<file path="config.mk">
export PLATFORM = sky130hd
export DESIGN_NAME = hazard_ctrl_p
export DESIGN_NICKNAME = d
export VERILOG_FILES = /design/src/rtl/hazard_ctrl_p.sv
export SDC_FILE = /design/constraint.sdc
export NUM_CORES = 1
export LEC_CHECK = 0
export CAP_MARGIN = 20
export CORE_MARGIN = 5
export CORE_UTILIZATION = 40
export DETAILED_ROUTE_END_ITERATION = 16
export GPL_ROUTABILITY_DRIVEN = 0
export PLACE_DENSITY = 0.8
export SYNTH_ARGS = -nofsm -noshare
export SYNTH_HDL_FRONTEND = slang
export SYNTH_SLANG_ARGS = --single-unit
</file>
<file path="constraint.sdc">
create_clock -name clock -period 3.6 [get_ports clock]
set_input_delay 0.54 -clock clock [delete_from_list [all_inputs] [get_ports clock]]
set_output_delay 0.54 -clock clock [all_outputs]
set_load 0.02 [all_outputs]
</file>
<file path="src/rtl/hazard_ctrl_p.sv">
// hazard_ctrl_p: load-use / multdiv hazard stall control beside decode; HAZ_PERF_CNT_EN adds the perf_stalls counter
module hazard_ctrl_p #(
  parameter int REG_AW   = 5,
  parameter int LOAD_LAT = 1,
  parameter int MD_LAT   = 32
) (
  input  logic              clock,
  input  logic              reset_n,
  input  logic [REG_AW-1:0] rs_d,
  input  logic [REG_AW-1:0] rt_d,
  input  logic              use_rs_d,
  input  logic              use_rt_d,
  input  logic              is_store_d,
  input  logic              is_md_d,
  input  logic              ld_x,
  input  logic [REG_AW-1:0] rd_x,
  input  logic              md_start_x,
  input  logic [REG_AW-1:0] md_rd_x,
  input  logic              flush_x,
  output logic              stall_fd,
  output logic              bubble_dx,
  output logic              md_busy,
  output logic              md_wb,
  output logic [REG_AW-1:0] md_rd,
  output logic [31:0]       perf_stalls
);
  typedef enum logic {IDLE, LD_WAIT} state_t;
  state_t     state, state_nx;
  logic [3:0] ld_cnt, ld_cnt_nx;
  logic [5:0] md_cnt;
  logic       ld_hit, md_hit, stall;
  assign ld_hit = ld_x & (rd_x != '0) &
                  ((use_rs_d & (rs_d == rd_x)) | (use_rt_d & (rt_d == rd_x) & ~is_store_d));
  assign md_hit = md_busy & (((md_rd != '0) &
                  ((use_rs_d & (rs_d == md_rd)) | (use_rt_d & (rt_d == md_rd)))) | is_md_d);
  // gated by reset_n so every output reads 0 the moment reset asserts
  assign stall     = reset_n & ~flush_x & (ld_hit | (state == LD_WAIT) | md_hit);
  assign stall_fd  = stall;
  assign bubble_dx = stall;
  always_comb begin
    state_nx  = flush_x ? IDLE :
                (state == IDLE) ? ((ld_hit && LOAD_LAT > 1) ? LD_WAIT : IDLE) :
                ((ld_cnt > 4'd1) ? LD_WAIT : IDLE);
    ld_cnt_nx = flush_x ? 4'd0 :
                (state == IDLE) ? (ld_hit ? 4'(LOAD_LAT - 1) : 4'd0) :
                ((ld_cnt != 4'd0) ? ld_cnt - 4'd1 : 4'd0);
  end
  always_ff @(posedge clock or negedge reset_n)
    if (!reset_n) begin
      state  <= IDLE;
      ld_cnt <= 4'd0;
    end else begin
      state  <= state_nx;
      ld_cnt <= ld_cnt_nx;
    end
  always_ff @(posedge clock or negedge reset_n)
    if (!reset_n) begin
      md_busy <= 1'b0;
      md_cnt  <= 6'd0;
      md_rd   <= '0;
    end else if (!md_busy) begin
      if (md_start_x) begin
        md_busy <= 1'b1;
        md_cnt  <= 6'(MD_LAT);
        md_rd   <= md_rd_x;
      end
    end else if (md_cnt <= 6'd1) begin
      md_busy <= 1'b0;
      md_cnt  <= 6'd0;
      md_rd   <= '0;
    end else begin
      md_cnt <= md_cnt - 6'd1;
    end
  assign md_wb = md_busy & (md_cnt == 6'd1);
  // a second issue while busy is dropped by the scoreboard; flag it in simulation
  assert property (@(posedge clock) disable iff (!reset_n) !(md_start_x && md_busy))
    else $warning("hazard_ctrl_p: md_start_x while md_busy ignored");
`ifdef HAZ_PERF_CNT_EN
  logic [31:0] perf_q;
  always_ff @(posedge clock or negedge reset_n)
    if (!reset_n) perf_q <= 32'd0;
    else if (stall) perf_q <= perf_q + 32'd1;
  assign perf_stalls = perf_q;
`else
  assign perf_stalls = 32'd0;
`endif
endmodule
</file>
**Word-level counts from Yosys, hierarchy flattened**

Index checks and enable logic that the tools add are counted.

- Flip-flop bits (word level): 17
- Bits of input ports: 29
- Logic and storage cells: 54
- Output and inout port bits: 41

- Add/sub/neg operators: 2
- Eq/ne operators: 6
- Muxes and demuxes: 15
- Reduce and logical (&&, ||, !) cells: 5
- Bitwise operators: 19
- Order comparisons: 2

Operators by type and width:

| operator | count |
|---|---|
| equality test 5 bit | 4 |
| two-way mux 6 bit | 3 |
| two-way mux 5 bit | 3 |
| bitwise AND 1 bit | 12 |
| two-way mux 4 bit | 3 |
| nonzero test 5 bit | 2 |
| equality test 6 x 1 -> 1 bit (second input constant) | 1 |
| <= comparator 6 x 1 -> 1 bit (second input constant) | 1 |
| two-way mux 1 bit | 6 |
| subtractor 6 x 1 -> 6 bit (second input constant) | 1 |
| OR 1 bit | 5 |
| greater-than comparator 4 x 1 -> 1 bit (second input constant) | 1 |
| nonzero test 4 bit | 1 |
| subtractor 4 x 1 -> 4 bit (second input constant) | 1 |
| != test 2 x 1 -> 1 bit (second input constant) | 1 |
| NOT 1 bit | 2 |
| AND reduction 2 bit | 1 |
| nonzero test 2 bit | 1 |

**Longest topological paths before layout**

Gate-level depths: netlist of run 1.

- Word-level depth: 8
- Depth in mapped cells: 6
- Depth with buffers taken out: 6

**Worst setup path before layout of run 1**

OpenSTA, ideal clock, no wires.

- Path type: register to output
- Start: reg md_rd[0]
- End: out stall_fd
- Path buffers: 1
- Arrival: 1.790 ns
- Slack: 1.270 ns
- Required time: 3.060 ns
- Stages on the path, launching flop included: 5
- Cell sequence: dfrtp_1 -> or3_1 -> o311a_1 -> a221o_1 -> buf_4

- Word-level cells in the longest chain between the ends: 8
- Elaborated cells on any way between the ends: 11
- Classes of those cells: eq/ne (2); bitwise (8); reduce/logical (1)

Ends and longest elaborated chain:

| what | line | text |
|---|---|---|
| start, declared | 24 | `output logic [REG_AW-1:0] md_rd,` |
| start signal, assigned | 65 | `md_rd <= md_rd_x;` |
| equality test 5 bit | 35 | `((use_rs_d & (rs_d == md_rd)) \| (use_rt_d & (rt_d == md_rd)))) \| is_md_d);` |
| bitwise AND 1 bit | 35 |  |
| OR 1 bit | 35 |  |
| bitwise AND 1 bit * | 34 | `assign md_hit = md_busy & (((md_rd != '0) &` |
| OR 1 bit * | 35 |  |
| bitwise AND 1 bit * | 34 |  |
| OR 1 bit * | 37 | `assign stall = reset_n & ~flush_x & (ld_hit \| (state == LD_WAIT) \| md_hit);` |
| bitwise AND 1 bit * | 37 |  |
| end, declared | 20 | `output logic stall_fd,` |

Every way passes the cells marked *; elsewhere a longest branch is shown, timed or not.

**Worst setup path after layout of run 1**

- Start: in rd_x[0]
- End: out stall_fd

- Word-level cells in the longest chain between the ends: 8
- Elaborated cells on any way between the ends: 12
- Classes of those cells: eq/ne (2); bitwise (9); reduce/logical (1)

Ends and longest elaborated chain:

| what | line | text |
|---|---|---|
| start, declared | 16 | `input logic [REG_AW-1:0] rd_x,` |
| equality test 5 bit | 33 | `((use_rs_d & (rs_d == rd_x)) \| (use_rt_d & (rt_d == rd_x) & ~is_store_d));` |
| bitwise AND 1 bit (2 in a row) | 33 |  |
| OR 1 bit | 33 |  |
| bitwise AND 1 bit * | 32 | `assign ld_hit = ld_x & (rd_x != '0) &` |
| OR 1 bit * (2 in a row) | 37 |  |
| bitwise AND 1 bit * | 37 |  |

Marked as above.

==> results.toml, run 1 <==
[status]
outcome = "finished, final reports clean"

[clocking]
cts_num_sinks = 17
cts.repair_timing.setup_buffer_count = 0
h-tree-depth = 1
number_of_clock_buffers_inserted_by_tritoncts = 3
clockRootBuffer = "sky130_fd_sc_hd__clkbuf_4"
insertion_delay_ns = 0.28
cts_buffer_depth = 2
cts.reportedPaths.clkPinSlew_ns = 0.09
post_cts_resize_count = 0
tritoncts_clock_tree = "built"
cts-hold-fix-buffers = 0

[synthesis]
synth_top_flop_cell = "sky130_fd_sc_hd__dfrtp_1"
ys_warn_count = 0
seq_area_frac_synth = 0.313
synth_top_area_share = 0.313
synth_cell_type_count = 26
synth_edf_count = 0
syn_avg_cell_area_um2 = 8.96
synth.top_cells.by_area = "sky130_fd_sc_hd__dfrtp_1 31%, sky130_fd_sc_hd__buf_4 18%, sky130_fd_sc_hd__xnor2_1 14%"
synthArstFlopShare = 1.00
synth_seq_cells = 17
post-synth-top-area-cell = "sky130_fd_sc_hd__dfrtp_1"
syn_area_um2 = 1360
post_synth_inst_count = 152

[global_routing]
grt-busiest-layer = "met2"
grt_start_max_net_pins = 21
via_count_of_the_first_global_routing_pass = 1001
grt_pass1_wl_um = 4400
grt_util_met1 = 0.147
overflow = 0
initial_antenna_violation_count = 0
grt_use_met3 = 0.0328
grt.total_usage = 0.124
grt.met2_usage = 0.218

[placed_design]
placement_stage_worst_setup_slack_ns = 0.487
place.detailed.hpwl_um = 2440
placed_cell_area_um2 = 1650
buffer_ports.inserted = 37

[routing]
drt_drc_violations_left = 0
avgViaCountPerCell = 4.67
ant_nets = 0
dr.pass1.iters = 4
via_count = 1097
routed_wirelength_um = 2970
drt_first_iter_violations = 28
routedWlPerCell_um = 12.6

[setup_path]
timing.critical_path.slowest_stage_cell = "sky130_fd_sc_hd__clkdlybuf4s50_1"
required_ns = 3.06
critPathLaunchType = "input port"
critical_path.most_common_cell = "sky130_fd_sc_hd__clkdlybuf4s50_1"
timing.critical_path.fanout_max = 3
max_stage_delay_ns = 0.55
timing_worst_setup_path_type = "in -> out"
cp_data_arrival_time_ns = 2.57
critical_path.cell_chain = "clkdlybuf4s50_1 -> or3_1 -> o311a_1 -> a221o_1 -> clkdlybuf4s50_1"
worst_setup_end_kind = "output port"

[layout]
final_nets = 221
finish.instance_area_um2 = 1680
antenna_cells_inserted = 0
layout-area-overhead-vs-synth_pct = 23.4
post_route_cells_drive_above_1_share = 0.0317

[timing]
min_period_ns = 3.11
setup_viol_count_final = 0
fin_ws_ns = 0.489
timing.final.crit_share = 0.864
finalMaxSlewViolations = 0
timing.fmax_ghz = 0.321
fin_skew_ns = 0.00304
hold_viol_final = 0
slew-limit-headroom = 0.556
setup_repair_after_global_routing_missed_its_margin = "false"
worstMarginPinSlew_ns = 0.660
final.setup.tns_ns = 0
worst_hold_slack_ns = 0.521

[floorplan]
placement_rows = 21
die-height_um = 68.3
core_um2 = 3310
start_util = 0.411
die-area_um2 = 4670
ios = 70
die_width_um = 68.3

[power_and_ir_drop]
power.ir.vdd_worst_v = 0.000378
p_leak_uw = 0.000684
power.total_uw = 884
power_dens_cells_nw_per_um2 = 526

[worst_hold_path]
worstHoldPathType = "reg -> reg"

[run]
cap_violations = 0
final cells by class:
type                            instances  area (um2)
Timing Repair Buffer                   38         378
Multi-Input combinational cell        126         778
Clock buffer                            4        26.3
Sequential cell                        17         425
Tap cell                               46        57.6
Inverter                                4        15.0
Fill cell                             317        1630
through the flow:
step	instances	util
after floorplan	183	-
after global placement	231	0.500
after detailed placement	231	0.500
after CTS	235	0.508
after global routing	235	0.508
final	235	0.508
layout by cell type, fill, tap and decap left out, drive strengths merged:
| cell | count |
|---|---|
| a21oi | 4 |
| a221o | 2 |
| buf | 1 |
| clkbuf | 4 |
| clkdlybuf4s50 | 37 |
| conb | 32 |
| dfrtp | 17 |
| ha | 2 |
| inv | 4 |
| mux2i | 5 |
| nand2 | 12 |
| nand2b | 3 |
| nand3b | 2 |
| nand4 | 5 |
| nor2 | 4 |
| nor2b | 2 |
| nor3 | 6 |
| nor3b | 2 |
| nor4 | 2 |
| o21ai | 5 |
| o22ai | 9 |
| o2bb2ai | 2 |
| o311a | 2 |
| o31ai | 1 |
| or3 | 3 |
| xnor2 | 21 |
state kept, by name (all words and copies together), names as in the netlist:
| register | flops |
|---|---|
| md_cnt | 6 |
| md_rd | 5 |
| ld_cnt | 4 |
| md_busy | 1 |
| state | 1 |
cell families (layout without fill, tap and decap cells):
family,count (synthesis),in the layout,synth area share
flops,17,17,0.313
buf+inv,40,46,0.201
other cells,1,32,0.00275
simple gates,41,41,0.161
compound gates,25,25,0.132
mux,5,5,0.0368
xor+xnor,21,21,0.135
fa+ha+maj,2,2,0.0184
final timing paths:
check,slack (ns),cells after the start,to,startpoint
worst max-delay path,0.49,5,stall_fd,rd_x[0]
max in group asynchronous,2.81,2,md_cnt[3],reset_n
worst max register to register,1.88,3,md_rd[1],md_cnt[2]
worst min register to register,0.52,1,ld_cnt[0],ld_cnt[0]
worst min-delay path,0.52,1,ld_cnt[0],ld_cnt[0]
min in group asynchronous,0.61,2,md_busy,reset_n
report_power, final:
part	internal [uW]	leakage [uW]	switching [uW]	total [uW]
Clock	42.9	0.0000150	53.5	96.4
Sequential	246	0.000219	93.2	340
Combinational	220	0.000450	228	448
synth_stat cells (all sizes together) (3+ instances only):
library cell,n
mux2i,5
o21ai,5
nand2,12
buf,33
nand2b,3
xnor2,21
clkbuf,3
inv,4
nor3,6
o22ai,9
nand4,5
dfrtp,17
or3,3
nor2,4
a21oi,4
worst max-delay path: cells and delay by family:
family	cells	cell delay, ns
simple gates	1	0.40
buf+inv	2	1.01
compound gates	2	0.62
metal layers:
| layer | vias to the layer above | share of wire |
|---|---|---|
| met5 | - | 0 |
| met2 | 44 | 0.48 |
| met3 | 2 | 0.13 |
| li1 | 541 | - |
| met4 | 0 | 0.0034 |
| met1 | 510 | 0.39 |
No activity file was read; power rests on OpenSTA's default activity.
==> run 2, diff against run 1 <==
CTS_CLUSTER_DIAMETER = 40   (was not set)
==> results of run 2 <==
No change in the layout: final DEF, timing and power equal those of run 1.
==> run 3, diff against run 2 <==
CTS_CLUSTER_SIZE = 25   (was not set)
==> results of run 3 <==
No change in the layout: final DEF, timing and power equal those of run 1.
